## config.mk

```make
export PLATFORM = sky130hd
export DESIGN_NAME = sae_arbiter
export DESIGN_NICKNAME = d
export VERILOG_FILES = /design/src/rtl/sae_arbiter.sv
export SDC_FILE = /design/constraint.sdc
export NUM_CORES = 1
export LEC_CHECK = 0
export ABC_AREA = 1
export CORE_ASPECT_RATIO = 0.9
export CORE_UTILIZATION = 33
export CTS_CLUSTER_DIAMETER = 80
export CTS_CLUSTER_SIZE = 20
export DETAILED_ROUTE_END_ITERATION = 12
export PLACE_DENSITY = 0.75
export SKIP_CTS_REPAIR_TIMING = 1
export SLEW_MARGIN = 0
export SYNTH_ARGS = -nofsm -noshare
export SYNTH_HDL_FRONTEND = slang
export SYNTH_SLANG_ARGS = --single-unit
```

## constraint.sdc

```tcl
create_clock -name clk -period 3.7 [get_ports clk]
set_input_delay 0.555 -clock clk [delete_from_list [all_inputs] [get_ports clk]]
set_output_delay 0.555 -clock clk [all_outputs]
set_load 0.01 [all_outputs]
```

## src/rtl/sae_arbiter.sv

```systemverilog
// sae_arbiter: round-robin share of one sae core between two requesters.
// One transaction in flight; the core is watched by a timeout counter so a
// silent core still produces a (timeout-flagged) response.
module sae_arbiter #(
  parameter int TIMEOUT_CYCLES = 64
) (
  input  logic       clk,
  input  logic       rst_n,
  // requester 0
  input  logic       req0_valid,
  output logic       req0_ready,
  input  logic [1:0] req0_mode,
  input  logic [7:0] req0_data,
  input  logic [7:0] req0_key,
  output logic       resp0_valid,
  input  logic       resp0_ready,
  // requester 1
  input  logic       req1_valid,
  output logic       req1_ready,
  input  logic [1:0] req1_mode,
  input  logic [7:0] req1_data,
  input  logic [7:0] req1_key,
  output logic       resp1_valid,
  input  logic       resp1_ready,
  // shared response payload
  output logic [7:0] resp_data,
  output logic [3:0] resp_err,
  // sae core side
  output logic [1:0] core_mode,
  output logic [7:0] core_data_input,
  output logic [7:0] core_key_input,
  output logic       core_inputs_valid,
  input  logic [7:0] core_data_output,
  input  logic       core_output_ready,
  input  logic       core_err_ptxt,
  input  logic       core_err_seckey,
  input  logic       core_err_ctxt,
  output logic       busy
);

  localparam int TW = $clog2(TIMEOUT_CYCLES + 1);

  typedef enum logic [1:0] {S_IDLE, S_ISSUE, S_WAIT, S_RESP} state_e;

  typedef struct packed {
    logic [1:0] mode;
    logic [7:0] data;
    logic [7:0] key;
  } req_t;

  state_e        state_q, state_d;
  req_t          cap_q, cap_d;
  logic          gnt_q, gnt_d;     // channel currently being served
  logic          last_q, last_d;   // channel served most recently
  logic [TW-1:0] tmr_q, tmr_d;
  logic [TW-1:0] tmr_inc;
  logic [7:0]    rdata_q, rdata_d;
  logic [3:0]    rerr_q, rerr_d;
  logic          sel;

  // On a tie the channel that did not win last time is chosen.
  always_comb begin
    sel = (req0_valid && req1_valid) ? ~last_q : req1_valid;
  end

  // Saturating timer step; it can never wrap past TIMEOUT_CYCLES.
  always_comb begin
    tmr_inc = (tmr_q == TW'(TIMEOUT_CYCLES)) ? tmr_q : tmr_q + TW'(1);
  end

  // Next-state and output decode.
  always_comb begin
    state_d           = state_q;
    cap_d             = cap_q;
    gnt_d             = gnt_q;
    last_d            = last_q;
    tmr_d             = tmr_q;
    rdata_d           = rdata_q;
    rerr_d            = rerr_q;
    req0_ready        = 1'b0;
    req1_ready        = 1'b0;
    resp0_valid       = 1'b0;
    resp1_valid       = 1'b0;
    core_mode         = '0;
    core_data_input   = '0;
    core_key_input    = '0;
    core_inputs_valid = 1'b0;
    unique case (state_q)
      S_IDLE: begin
        // ready is gated by reset so every output is quiet while held in reset
        if ((req0_valid || req1_valid) && rst_n) begin
          req0_ready = ~sel;
          req1_ready = sel;
          gnt_d      = sel;
          cap_d      = sel ? req_t'{req1_mode, req1_data, req1_key}
                           : req_t'{req0_mode, req0_data, req0_key};
          state_d    = S_ISSUE;
        end
      end
      S_ISSUE: begin
        core_inputs_valid = 1'b1;
        core_mode         = cap_q.mode;
        core_data_input   = cap_q.data;
        core_key_input    = cap_q.key;
        tmr_d             = '0;
        state_d           = S_WAIT;
      end
      S_WAIT: begin
        core_mode       = cap_q.mode;
        core_data_input = cap_q.data;
        core_key_input  = cap_q.key;
        tmr_d           = tmr_inc;
        // a core answer on the final cycle still beats the timeout
        if (core_output_ready) begin
          rdata_d = core_data_output;
          rerr_d  = {1'b0, core_err_ctxt, core_err_seckey, core_err_ptxt};
          state_d = S_RESP;
        end else if (tmr_inc == TW'(TIMEOUT_CYCLES)) begin
          rdata_d = '0;
          rerr_d  = 4'b1000;
          state_d = S_RESP;
        end
      end
      S_RESP: begin
        resp0_valid = ~gnt_q;
        resp1_valid = gnt_q;
        if (gnt_q ? resp1_ready : resp0_ready) begin
          last_d  = gnt_q;
          state_d = S_IDLE;
        end
      end
      default: state_d = S_IDLE;
    endcase
  end

  // State and capture registers; last grant resets to ch1 so ch0 wins first.
  always_ff @(posedge clk or negedge rst_n) begin
    if (!rst_n) begin
      state_q <= S_IDLE;
      cap_q   <= '0;
      gnt_q   <= 1'b0;
      last_q  <= 1'b1;
      tmr_q   <= '0;
      rdata_q <= '0;
      rerr_q  <= '0;
    end else begin
      state_q <= state_d;
      cap_q   <= cap_d;
      gnt_q   <= gnt_d;
      last_q  <= last_d;
      tmr_q   <= tmr_d;
      rdata_q <= rdata_d;
      rerr_q  <= rerr_d;
    end
  end

  assign resp_data = rdata_q;
  assign resp_err  = rerr_q;
  assign busy      = (state_q != S_IDLE);

endmodule

```

=== After elaboration in Yosys (flattened, before gate mapping) ===
Cells that the tools add are included.

* Logic and storage cells: 57
* Input bits: 54
* Output and inout bits: 36
* Register bits: 41

* Multiplexer cells: 24
* Equal/unequal tests: 8
* Add/subtract/negate cells: 1
* Bitwise gates (word level): 3
* Reduce and logical (&&, ||, !) cells: 12

{| class="wikitable"
|+ Operators by type and width
! kind !! count
|-
| 8-bit 2-to-1 mux || 4
|-
| 18-bit 2-to-1 mux || 1
|-
| 7-bit equality test, second input constant || 2
|-
| 7-bit case mux with 2 select lines || 1
|-
| 2-bit 2-to-1 mux || 5
|-
| 1-bit 2-to-1 mux || 9
|-
| 4-bit 2-to-1 mux || 2
|-
| 2-bit case mux with 4 select lines || 1
|-
| 7-bit by 1-bit adder with 7-bit output, second input constant || 1
|-
| 7-bit 2-to-1 mux || 1
|-
| 2-bit AND reduction || 3
|-
| 2-bit nonzero test || 3
|-
| 2-bit equality test, second input constant || 2
|-
| 2-bit != test, second input constant || 2
|-
| 3-bit != test, second input constant || 1
|-
| 1-bit inverter || 3
|-
| 3-bit AND reduction || 1
|-
| 2-bit by 1-bit equality test with 1-bit output, second input constant || 1
|-
| 1-bit logical AND || 2
|-
| 2-bit zero test || 1
|-
| 2-bit OR reduction || 1
|-
| 1-bit logical OR || 1
|}

=== Depth between registers and ports, before layout ===
Gate-level depths: netlist (run 1).

* Depth in word-level cells: 6
* Depth in mapped cells: 14
* Mapped depth without buffers: 13

=== Least setup slack after synthesis (run 1) ===
No wires, ideal clock.

* Path type: register to output
* Start: register state_q[0]
* End: output port req0_ready
* Path slack: 1.698 ns
* Required time: 3.145 ns
* Cell stages (with the launch flop): 8
* Arrival time: 1.447 ns
* Buffers on the path: 1
* Path through: dfrtp_1 inv_1 ha_1 inv_1 nor2_1 inv_2 nor2_2 buf_4

* Longest elaborated chain between the ends: 2

{| class="wikitable"
|+ Ends and longest elaborated chain
! element !! line !! source
|-
| start: declaration || 51 || <nowiki>state_e state_q, state_d;</nowiki>
|-
| start signal: assignment || 147 || <nowiki>state_q <= state_d;</nowiki>
|-
| 2-bit zero test || 88 || <nowiki>unique case (state_q)</nowiki>
|-
| 1-bit 2-to-1 mux || 88 ||
|-
| end: declaration || 11 || <nowiki>output logic req0_ready,</nowiki>
|}

No other way between the ends.

=== Worst setup path in the final report (run 1) ===
* Start: input port req1_valid
* End: output port req1_ready

* Longest elaborated chain between the ends: 4
* Elaborated cells on any way between the ends: 6
* Classes of those cells: 3 x mux; 3 x reduce/logical

{| class="wikitable"
|+ Ends and longest elaborated chain
! element !! line !! source
|-
| start: declaration || 18 || <nowiki>input logic req1_valid,</nowiki>
|-
| 1-bit logical AND or 1-bit logical OR (tied branches) || 63, 91 ||
|-
| 1-bit 2-to-1 mux or 1-bit logical AND (tied branches) || 63, 91 ||
|-
| 1-bit 2-to-1 mux (*) || 91 || <nowiki>if ((req0_valid || req1_valid) && rst_n) begin</nowiki>
|-
| 1-bit 2-to-1 mux (*) || 88 ||
|-
| end: declaration || 19 || <nowiki>output logic req1_ready,</nowiki>
|}

Mark *: on every way between the ends. The rest lies on a longest branch, timed or not.

==> results.toml, run 1 <==
[logic_synthesis]
ys_seq_area_share_pct = 47.4
syn_inst = 295
synth.avg_cell_area_um2 = 7.34
synth_top_area_share_pct = 46.2
ys_seq_elements = 41
synth_top_area_cell = "dfrtp_1"
synth_area_leaders = "dfrtp_1, nand2_1, inv_1, nand3_1, ha_1"
netlist_area_mm2 = 0.00217
yosysWarnings = 0
synth_nets = 355
synth_cell_types = 25

[floorplanning]
start_util_pct = 34.8
die_x_um = 87.4
std_cell_rows = 27
top_level_ports = 90
coreArea_mm2 = 0.00622
die_h_um = 78.9
die-area_mm2 = 0.00689

[setup_path]
critPathKind = "primary input to output pin"
reg2regPathDepth = 5
arrival_ns = 2.31
critical_path.startpoint = "req1_valid"
cp_max_fo = 19
critical_path.endpoint_type = "output pin"
cp.required_ns = 3.14
timing.rr.start = "state_q[0]"
start_kind = "primary input"

[run_status]
outcome = "completed"

[power]
p_leak_nw = 1.64
total_power_mw = 2.21
vdd_ir_drop_max_mv = 0.290
power_density_mw_per_mm2 = 688

[sta]
fin_skew_ns = 0.00503
holdWs_ns = 0.362
setup_viol = 0
setup_ws_ns = 0.835
hold_viol_final = 0
min_period_ns = 2.86
slew_headroom_pct = 58.3
worst_pin_slew_ns = 0.625
rsz0062_at_grt = "no"
finalCritPeriodShare_pct = 77.4
clock.fmax_ghz = 0.349
tns_ns = 0
drv_slew = 0

[route]
wl_per_cell_um = 11.2
postRouteAntennaNets = 0
drtIter0Drc = 149
detailroute.via_count = 2100
drtPass1Iterations = 4
drc = 0
detail_route.vias_per_cell = 4.44
wirelength_mm = 5.28

[min_path]
holdCritPathClass = "primary input to async pin"

[finish]
regArea_mm2 = 0.00103
nets = 445
layout_commonest_cell = "nand2_1"
layout_common_cells = "nand2_1, clkdlybuf4s50_1, dfrtp_1"
synthToLayoutAreaGrowth_pct = 48.6
drive_gt1_share_pct = 5.44
fillers = 637
postLayoutCoreUtil_pct = 51.8
multiInputGateArea_um2 = 930
final_area_mm2 = 0.00322
diodes = 0
stdcell_count = 473

[placed_design]
hpwl_mm = 3.95
place_ws_ns = 0.850
io_buffers = 89
dp_cells = 465
place_area_mm2 = 0.00314
gp_congestion = 0.870

[global_routing]
grt_pass1_wl_mm = 8.63
grt_overflow_total = 0
grt_max_degree = 42
grt_pass1_vias = 1936
grt_util_all_layers_pct = 15.8
antenna_found_initial = 0

[cts]
cts_tree = "done"
cts_root_buffer = "clkbuf_8"
ctsHtreeMaxLevel = 2
cts_buffer_depth = 2
cts.sinks = 41
clk_latency_ns = 0.28
cts_buffers = 5
cts.clk_slew.worst_paths_ns = 0.07

[flow_run]
cap_violations = 0
[final cells by class]
class                   count  share of cell area, %
flip-flops and latches     41                   31.9
multi-input cells         203                   28.9
repair buffers             93                   28.5
inverters                  41                   4.78
well taps                  87                   3.38
clock buffers               6                   2.26
clock inverters             2                  0.311
[path summary, 6_finish.rpt]
check / endpoint / slack [ns]
max in group asynchronous: resp_data[1] / 2.97
worst max-delay path: req1_ready / 0.84
worst min-delay path: tmr_q[1] / 0.36
min in group clk: resp_data[4] / 0.47
worst min register to register: resp_data[4] / 0.47
worst max register to register: tmr_q[2] / 1.83
[logic make-up after synthesis]
| logic type | count (synthesis) | synth area share (%) |
|---|---|---|
| and+or+nand+nor | 181 | 34.6 |
| adders and majority gates | 6 | 3.47 |
| DFF | 41 | 47.4 |
| xor gates and xnor gates | 1 | 0.404 |
| buffers and inverters | 51 | 9.65 |
| AOI/OAI and AO/OA | 15 | 4.45 |
[flip-flops by register name, summed over array words and instances (netlist names)]
register   flops
tmr_q          7
state_q        2
last_q         1
resp_err       4
resp_data      8
cap_q         18
gnt_q          1
[cell usage after synthesis, drive strengths merged]
cell type	n
a21oi	1
a32o	1
buf	5
clkbuf	5
clkinv	1
dfrtp	40
dfstp	1
ha	6
inv	40
nand2	136
nand3	30
nand4	4
nor2	10
o21ai	9
o22ai	4
or2	1
xor2	1
[metal layers]
layer | GRT usage, % | up-vias | part of all wire, %
met5 | 0 | - | 0
met4 | 3.28 | 0 | 0.85
met3 | 4.16 | 4 | 6.1
met2 | 26.6 | 76 | 47
li1 | - | 1079 | -
met1 | 20.6 | 941 | 46
[worst max-delay path: stages]
cell             delay (ns)
clkdlybuf4s50_1        0.47
o21ai_0                0.13
nor2_1                 0.21
nand2_1                0.10
clkinv_1               0.05
buf_4                  0.22
clkdlybuf4s50_1        0.57
[report_power, final]
| group | switching [mW] | total, mW | internal (mW) |
|---|---|---|---|
| combinational | 0.599 | 1.19 | 0.592 |
| clock | 0.145 | 0.276 | 0.131 |
| sequential | 0.111 | 0.746 | 0.635 |
Power figures use the tool's default switching activity.
==> inputs of run 2 (changes only) <==
==> constraint.sdc (replaced) <==
create_clock -name clk -period 2.7 [get_ports clk]
set_input_delay 0.405 -clock clk [delete_from_list [all_inputs] [get_ports clk]]
set_output_delay 0.405 -clock clk [all_outputs]
set_load 0.01 [all_outputs]
==> run 2 against run 1 <==
  * Cell count grew 0.21%
  * Power grew 43%
  * Setup slack lost 0.58 ns
  * Non-clock buffer count grew 1
  * Sequential share of layout area shrank 0.44 points
  * Routed wire length grew 2.6%
  * Die area is the same
  * Flip-flop and latch count is the same
  * Combinational power grew 37%
  * Largest power group unchanged
==> results.toml, run 2 (synthesis results as in run 1) <==
[run_status]
outcome = "completed"

[route]
drtPass1Iterations = 4
drc = 0
postRouteAntennaNets = 0
detailroute.via_count = 2102
wl_per_cell_um = 11.4
drtIter0Drc = 118
detail_route.vias_per_cell = 4.43
wirelength_mm = 5.42

[cts]
cts.clk_slew.worst_paths_ns = 0.07
cts_buffer_depth = 2
ctsHtreeMaxLevel = 2
cts_tree = "done"
clk_latency_ns = 0.29
cts_root_buffer = "clkbuf_8"
cts_buffers = 5
cts.sinks = 41

[global_routing]
grt_util_all_layers_pct = 16.6
grt_pass1_vias = 2085
met3_usage_pct = 4.68
busiest_layer = "met2"
grt_max_degree = 42
grt_pass1_wl_mm = 8.98
grt_use_met2_pct = 30.1
grt_overflow_total = 0
grt_util_met1_pct = 19.2
antenna_found_initial = 0

[finish]
diodes = 0
regMostFlops = "cap_q"
final_area_mm2 = 0.00326
drive_gt1_share_pct = 5.94
largest_reg_flops = 18
postLayoutCoreUtil_pct = 52.5
layout_common_cells = "nand2_1, clkdlybuf4s50_1, dfrtp_1"
layout_commonest_cell = "nand2_1"
fillers = 619
synthToLayoutAreaGrowth_pct = 50.7
nets = 446

[placed_design]
gp_congestion = 0.886
hpwl_mm = 4.05
io_buffers = 89
place_ws_ns = 0.341
place_area_mm2 = 0.00314

[floorplanning]
coreArea_mm2 = 0.00622
die-area_mm2 = 0.00689
top_level_ports = 90
die_h_um = 78.9
start_util_pct = 34.8
std_cell_rows = 27
die_x_um = 87.4

[setup_path]
start_kind = "flop"
timing.rr.start = "tmr_q[0]"
cp_max_fo = 30
critical_path.endpoint_type = "output pin"
cp_slowest_stage_delay_ns = 0.52
reg2reg_slack_ns = 0.82
worstPathCellList = "inv_1, ha_1, buf_4, nand2_1, inv_1, clkdlybuf4s50_1"
critical_path.most_common_cell = "inv_1"
cp.required_ns = 2.30
reg2regPathDepth = 13
arrival_ns = 2.04
critPathKind = "flop to output pin"
rr_endpoint = "resp_data[4]"
crit_slowest_cell = "clkdlybuf4s50_1"

[sta]
drv_slew = 0
min_period_ns = 2.45
slew_headroom_pct = 66.1
tns_ns = 0
hold_viol_final = 0
clock.fmax_ghz = 0.409
setup_viol = 0
finalCritPeriodShare_pct = 90.6
worst_pin_slew_ns = 0.508
rsz0062_at_grt = "no"
setup_ws_ns = 0.254
fin_skew_ns = 0.00745

[flow_run]
cap_violations = 0

[power]
power_density_mw_per_mm2 = 969
vdd_ir_drop_max_mv = 0.470
p_leak_nw = 1.65

[min_path]
holdCritPathClass = "primary input to async pin"
## run 2: cell types whose count changed in the layout (fill, tap and decap cells not counted), sizes merged
cell	before	now
clkinvlp	0	1
clkinv	3	1
bufinv	0	1
buf	5	6
## run 2: worst max path at each step
stage | startpoint | slack (ns) | end
5_1_grt | state_q[0] | 0.08 | core_key_input[1]
6_report | state_q[0] | 0.25 | core_key_input[4]
3_5_place_dp | req1_valid | 0.34 | req1_ready
2_1_floorplan | state_q[0] | 0.85 | req0_ready
3_3_place_gp | req1_valid | 0.36 | req0_ready
4_1_cts | state_q[0] | 0.22 | core_key_input[3]
## run 2: stage by stage
step / cells / total power [mW] / hold WS (ns)
3_3_place_gp: 466 / 2.65 / 0.455
2_1_floorplan: 295 / 1.88 / 0.109
3_5_place_dp: 466 / 2.68 / 0.459
4_1_cts: 474 / 3.21 / 0.235
5_1_grt: 474 / 3.44 / 0.267
6_report: 474 / 3.16 / 0.199
## run 2: layout make-up
cell class | instances | area (um^2) | share of cell area, %
Multi-Input combinational cell | 203 | 930 | 28.5
Clock buffer | 6 | 82.6 | 2.53
Tap cell | 87 | 109 | 3.34
Timing Repair Buffer | 94 | 923 | 28.3
Inverter | 41 | 154 | 4.72
Clock inverter | 2 | 37.5 | 1.15
Sequential cell | 41 | 1030 | 31.5
## run 2: worst max-delay path, delay by kind of cell, from the launching register on
kind	cells	cell delay (ns)
flops	1	0.40
buf+inv	4	0.95
simple gates	1	0.12
fa+ha+maj	1	0.28
## run 2: per-layer routing
metal / part of all wire [%] / wire length [um]
met1: 43 / 2350
met2: 49 / 2660
met3: 6.8 / 368
met4: 0.79 / 43
met5: 0 / 0
## run 2: report_power, final
part	switching (mW)	internal (mW)	total, mW
Clock	0.210	0.301	0.511
Sequential	0.154	0.870	1.02
Combinational	0.819	0.807	1.63
==> inputs of run 3 (changes only) <==
--- a/config.mk
+++ b/config.mk
@@ -8,6 +8,7 @@
 export ABC_AREA = 1
 export CORE_ASPECT_RATIO = 0.9
 export CORE_UTILIZATION = 33
+export CTS_BUF_LIST = sky130_fd_sc_hd__clkbuf_8
 export CTS_CLUSTER_DIAMETER = 80
 export CTS_CLUSTER_SIZE = 20
 export DETAILED_ROUTE_END_ITERATION = 12
==> results of run 3 <==
The final DEF is identical to that of run 2; final timing and power are the same.
